===== src/rtl/rf_pkg.sv =====
// Shared types and defaults for the parametrised register file.
package rf_pkg;

    // Sweep/run state of the clear sequencer.
    typedef enum logic {
        RF_CLEAR = 1'b0,
        RF_RUN   = 1'b1
    } rf_state_t;

    localparam int RF_DATA_W    = 32;
    localparam int RF_ADDR_W    = 5;
    localparam int RF_ZERO_ADDR = 0;

endpackage


===== src/rtl/rf_clear_seq.sv =====
// Post-reset clear sequencer: walks every entry once, writing zero, then
// raises ready. Holding the sweep here lets the storage array stay reset-free.
module rf_clear_seq
    import rf_pkg::*;
#(
    parameter int ADDR_W = RF_ADDR_W
) (
    input  logic              clk,
    input  logic              rst,
    output logic              ready_o,
    output logic              clr_we_o,
    output logic [ADDR_W-1:0] clr_addr_o
);

    localparam logic [ADDR_W-1:0] LAST_IDX = {ADDR_W{1'b1}};

    rf_state_t         state_q;
    logic [ADDR_W-1:0] clr_idx_q;
    logic [ADDR_W-1:0] clr_idx_d;
    logic              ready_q;

    assign clr_idx_d = clr_idx_q + ADDR_W'(1);

    // Sweep FSM: one entry per edge, wraps to 0 and enters RUN after the last.
    always_ff @(posedge clk or posedge rst) begin
        if (rst) begin
            state_q   <= RF_CLEAR;
            clr_idx_q <= '0;
            ready_q   <= 1'b0;
        end else begin
            case (state_q)
                RF_CLEAR: begin
                    clr_idx_q <= clr_idx_d;
                    if (clr_idx_q == LAST_IDX) begin
                        state_q <= RF_RUN;
                        ready_q <= 1'b1;
                    end
                end
                RF_RUN: begin
                    ready_q <= 1'b1;
                end
                default: begin
                    state_q <= RF_CLEAR;
                    ready_q <= 1'b0;
                end
            endcase
        end
    end

    assign ready_o    = ready_q;
    assign clr_we_o   = (state_q == RF_CLEAR);
    assign clr_addr_o = clr_idx_q;

endmodule


===== src/rtl/param_register_file.sv =====
// Parametrised register file: NUM_READ combinational read ports, one
// synchronous write port, entry 0 hard-wired to zero, post-reset clear sweep.
// Optional same-cycle write-to-read bypass when RF_BYPASS_EN is defined.
module param_register_file
    import rf_pkg::*;
#(
    parameter int DATA_W   = RF_DATA_W,
    parameter int ADDR_W   = RF_ADDR_W,
    parameter int NUM_READ = 2
) (
    input  logic                         clk,
    input  logic                         rst,
    input  logic                         reg_write,
    input  logic [ADDR_W-1:0]            write_reg,
    input  logic [DATA_W-1:0]            write_data,
    input  logic [NUM_READ*ADDR_W-1:0]   read_reg,
    output logic [NUM_READ*DATA_W-1:0]   read_data,
    output logic                         ready,
    output logic                         wr_dropped
);

    localparam int DEPTH = 2 ** ADDR_W;
    localparam logic [ADDR_W-1:0] ZERO_ADDR = ADDR_W'(RF_ZERO_ADDR);

    logic [DATA_W-1:0] mem_q [DEPTH];

    logic              clr_we;
    logic [ADDR_W-1:0] clr_addr;
    logic              wr_nonzero;
    logic              user_we;
    logic              wr_en;
    logic [ADDR_W-1:0] wr_addr;
    logic [DATA_W-1:0] wr_data;
    logic              wr_dropped_q;
    logic              wr_dropped_d;

    rf_clear_seq #(.ADDR_W(ADDR_W)) u_clear_seq (
        .clk       (clk),
        .rst       (rst),
        .ready_o   (ready),
        .clr_we_o  (clr_we),
        .clr_addr_o(clr_addr)
    );

    assign wr_nonzero = reg_write && (write_reg != ZERO_ADDR);
    assign user_we    = ready && wr_nonzero;

    // Sweep owns the write port until ready; user writes are only taken in RUN.
    always_comb begin
        wr_en   = user_we;
        wr_addr = write_reg;
        wr_data = write_data;
        if (clr_we) begin
            wr_en   = 1'b1;
            wr_addr = clr_addr;
            wr_data = '0;
        end
    end

    // Storage has no reset so it can map onto RAM; the sweep clears it.
    always_ff @(posedge clk) begin
        if (wr_en) begin
            mem_q[wr_addr] <= wr_data;
        end
    end

    assign wr_dropped_d = wr_dropped_q || (!ready && wr_nonzero);

    // Sticky flag for non-zero-address writes arriving before ready.
    always_ff @(posedge clk or posedge rst) begin
        if (rst) begin
            wr_dropped_q <= 1'b0;
        end else begin
            wr_dropped_q <= wr_dropped_d;
        end
    end

    assign wr_dropped = wr_dropped_q;

    for (genvar i = 0; i < NUM_READ; i++) begin : g_rd
        logic [ADDR_W-1:0] rd_addr;
        logic [DATA_W-1:0] rd_data;

        assign rd_addr = read_reg[i*ADDR_W +: ADDR_W];

        // Read port: zero during the sweep and for entry 0, else array (or bypass).
        always_comb begin
            rd_data = '0;
            if (ready && (rd_addr != ZERO_ADDR)) begin
`ifdef RF_BYPASS_EN
                if (user_we && (rd_addr == write_reg)) begin
                    rd_data = write_data;
                end else begin
                    rd_data = mem_q[rd_addr];
                end
`else
                rd_data = mem_q[rd_addr];
`endif
            end
        end

        assign read_data[i*DATA_W +: DATA_W] = rd_data;
    end

endmodule


===== config.mk =====
export PLATFORM = sky130hd
export DESIGN_NAME = param_register_file
export DESIGN_NICKNAME = d
export VERILOG_FILES = /design/src/rtl/rf_pkg.sv /design/src/rtl/rf_clear_seq.sv /design/src/rtl/param_register_file.sv
export SDC_FILE = /design/constraint.sdc
export NUM_CORES = 1
export LEC_CHECK = 0
export CAP_MARGIN = 20
export CORE_UTILIZATION = 40
export DETAILED_ROUTE_END_ITERATION = 7
export GPL_ROUTABILITY_DRIVEN = 1
export GPL_TIMING_DRIVEN = 0
export PLACE_DENSITY = 0.63
export SYNTH_ARGS = -nofsm -noshare
export SYNTH_HDL_FRONTEND = slang
export SYNTH_SLANG_ARGS = --single-unit

===== constraint.sdc =====
create_clock -name clk -period 7.2 [get_ports clk]
set_input_delay 1.8 -clock clk [delete_from_list [all_inputs] [get_ports clk]]
set_output_delay 1.8 -clock clk [all_outputs]
set_load 0.05 [all_outputs]

==> results of run 1 <==
==> layout by cell type (no fill, tap or decap), types with 64 or more instances in the layout <==
cell type / instances
clkbuf_1: 89
a22oi_1: 146
clkbuf_16: 107
o22ai_1: 65
edfxtp_1: 1024
a211oi_1: 66
nand3_1: 65
mux2_2: 198
buf_2: 85
clkdlybuf4s50_1: 77
mux4_2: 253
nor2b_1: 69
mux2i_1: 259
o21ai_0: 67
nand4_1: 64
==> routing by layer <==
metal	up-vias	track usage	wire length [um]
li1	12678	-	-
met4	4	0.1444	9746
met1	16486	0.3712	64150
met2	2408	0.4433	80940
met3	463	0.08016	23240
met5	-	0	32
==> area by class of cell <==
cell class | instances | area [um^2]
diodes | 1 | 2.502
plain buffers | 228 | 1192
clock buffers | 120 | 2641
clock inverters | 58 | 551.8
fillers | 10090 | 63080
inverters | 5 | 18.77
multi-input cells | 1624 | 16570
flip-flops and latches | 1032 | 30950
well taps | 1612 | 2017
repair buffers | 228 | 2945
==> logic make-up (layout without fill, tap and decap cells) <==
group / Yosys count / in the layout
other cells: 0 / 1
xor+xnor: 3 / 3
flops: 1032 / 1032
simple gates: 447 / 447
compound gates: 461 / 461
fa+ha+maj: 2 / 2
mux: 711 / 711
buf+inv: 240 / 639
==> final timing paths <==
path | start | endpoint | slack (ps) | cells after the start
setup / recovery | read_reg[7] | read_data[45] | -90 | 8
hold / removal | wr_dropped | wr_dropped | 470 | 1
setup reg to reg | u_clear_seq.state_q | mem_q[18][9] | 3470 | 8
hold reg to reg | wr_dropped | wr_dropped | 470 | 1
max in group asynchronous | rst | u_clear_seq.ready_o | 5550 | 2
min in group asynchronous | rst | u_clear_seq.clr_addr_o[0] | 1380 | 2
==> registers in the layout (all words and copies together), names as in the netlist <==
signal                  cells
u_clear_seq.clr_addr_o      5
wr_dropped                  1
u_clear_seq.state_q         1
u_clear_seq.ready_o         1
mem_q                    1024
==> repair_timing <==
action                                  CTS  global route
endpoints found under the setup margin   64            38
buffers inserted                          0             0
pin swaps                                 3             5
cloned                                    0             0
resized for setup                        79            46
==> report_power, final <==
part	switching (mW)	total, mW	internal [mW]
clock	2.31	5.30	2.99
sequential	0.00320	6.62	6.62
combinational	1.03	1.51	0.480
==> stage by stage <==
| stage | instances | worst slack, ps |
|---|---|---|
| 6_report | 4908 | -86.42 |
| 5_1_grt | 4907 | 4.555 |
| 4_1_cts | 4884 | -123.9 |
| 3_5_place_dp | 4712 | -1053 |
| 3_3_place_gp | 4619 | -2468 |
| 2_1_floorplan | 2896 | 1782 |
==> flow_summary.ini, run 1 <==
[synthesis]
syn-num-nets = 2948
synthAdderAreaFrac = 0.0005171
synth_top_area_cell = edfxtp_1
synthTopCellsByArea = edfxtp_1 64%, mux4_2 12%, mux2i_1 5.4%
ys_async_sr_fraction = 0.007752
synth.most_common_cell = edfxtp_1
synth_area_um2 = 48390
yosys_warnings = 0
synth-main-ff-cell = edfxtp_1
ys_types = 52
syn_inst = 2896
synth_top_family_by_area = multiplexers
synth-edff-count = 1024
ys_ff_latch = 1032
netlist_top_cells_count = 1,024 x edfxtp_1, 259 x mux2i_1, 253 x mux4_2
synth_compound_area_frac = 0.06492
synth_area_per_cell_um2 = 16.71
muxShareOfSynthArea = 0.2176
synth-simple-area-share = 0.05272
synth_top_area_frac = 0.6354
synth_seq_area_share = 0.6396
synth_xor_area_frac = 0.0005430

[power]
cellPowerDensity_nw_per_um2 = 236.0
p_total_mw = 13.43
leakagePower_nw = 18.69
vdd_drop_max_v = 0.0001763

[critical_path]
cp-start-kind = input port
end_kind = primary output
cp_slowest_cell = clkdlybuf4s50_1
cp_top_family = buffers and inverters
setup.worst_path.class = input port to primary output
critPathArrivalTime_ps = 5490
cpMostUsedCell = clkbuf_1
crit_buf_inv = 4
worstPathCellList = buf_2, nor2b_1, clkbuf_1, clkbuf_1, a22oi_1, nand3_1, nand4_1, clkdlybuf4s50_1
critPathMaxStageDelay_ps = 820
required_ps = 5400
path_max_fanout = 10

[route]
wl_per_cell_um = 36.29
viasPerCell = 6.528
antenna_left = 0
dr.pass1.iters = 8
drt_iter0_markers = 4947
vias = 32039
drt_wl_total_mm = 178.1
drc_errors = 5

[floorplan]
ios = 116
die_y_um = 349.8
start_util = 0.4034
dieArea_um2 = 122400
dieWidth_um = 349.8
rows = 127
core_area_um2 = 120000

[clock_tree]
clk-insertion-delay-late_ps = 700
path_clk_slew_ps = 70
htreeDepth = 3
cts.path.max_buffers = 3
cts-hold-fix-buffers = 0
clock-sinks = 1032
numCtsBuffers = 100
cts_tree = built
cts_root_buf = clkbuf_16

[grt]
grt_max_degree = 33
antenna_found_initial = 8
grt_pass1_wl_mm = 241.6
overflow = 0
grtUsageTotal = 0.2870
grt_pass1_vias = 31001

[layout]
nets = 3271
final_area_um2 = 56890
area_growth_pct = 17.56
fin_util = 0.4742
drive_above_1_share = 0.2801

[run_status]
failed_checks = DRC, setup timing
status = finished, violations left

[timing]
layout_setup_ws_ps = -86.42
setup_viol = 5
fin_skew_ps = 20.57
grt_setup_unrepaired = no
relSlewSlack = 0.1663
tightest_slew_ps = 1251
max_freq_ghz = 0.1372
fin_setup_tns_ps = -272.8
drv_slew = 0
period_share = 1.012
hold_violations = 0
hold-worst-slack_ps = 473.9
period_minus_slack_ps = 7286

[place]
detailed_place_hpwl_mm = 128.1
numPortBuffers = 111
placed_area_um2 = 53010
gp_congestion = 0.9855

[min_path]
hp-class = flip-flop to flip-flop

[job]
cap_violations = 0
Note: power is estimated with default switching activity, not from simulation.
==> run 2, diff against run 1 <==
Settings changed: CTS_CLUSTER_SIZE set to 20.
==> results of run 2 <==
The final DEF is identical to that of run 1; final timing and power are the same.
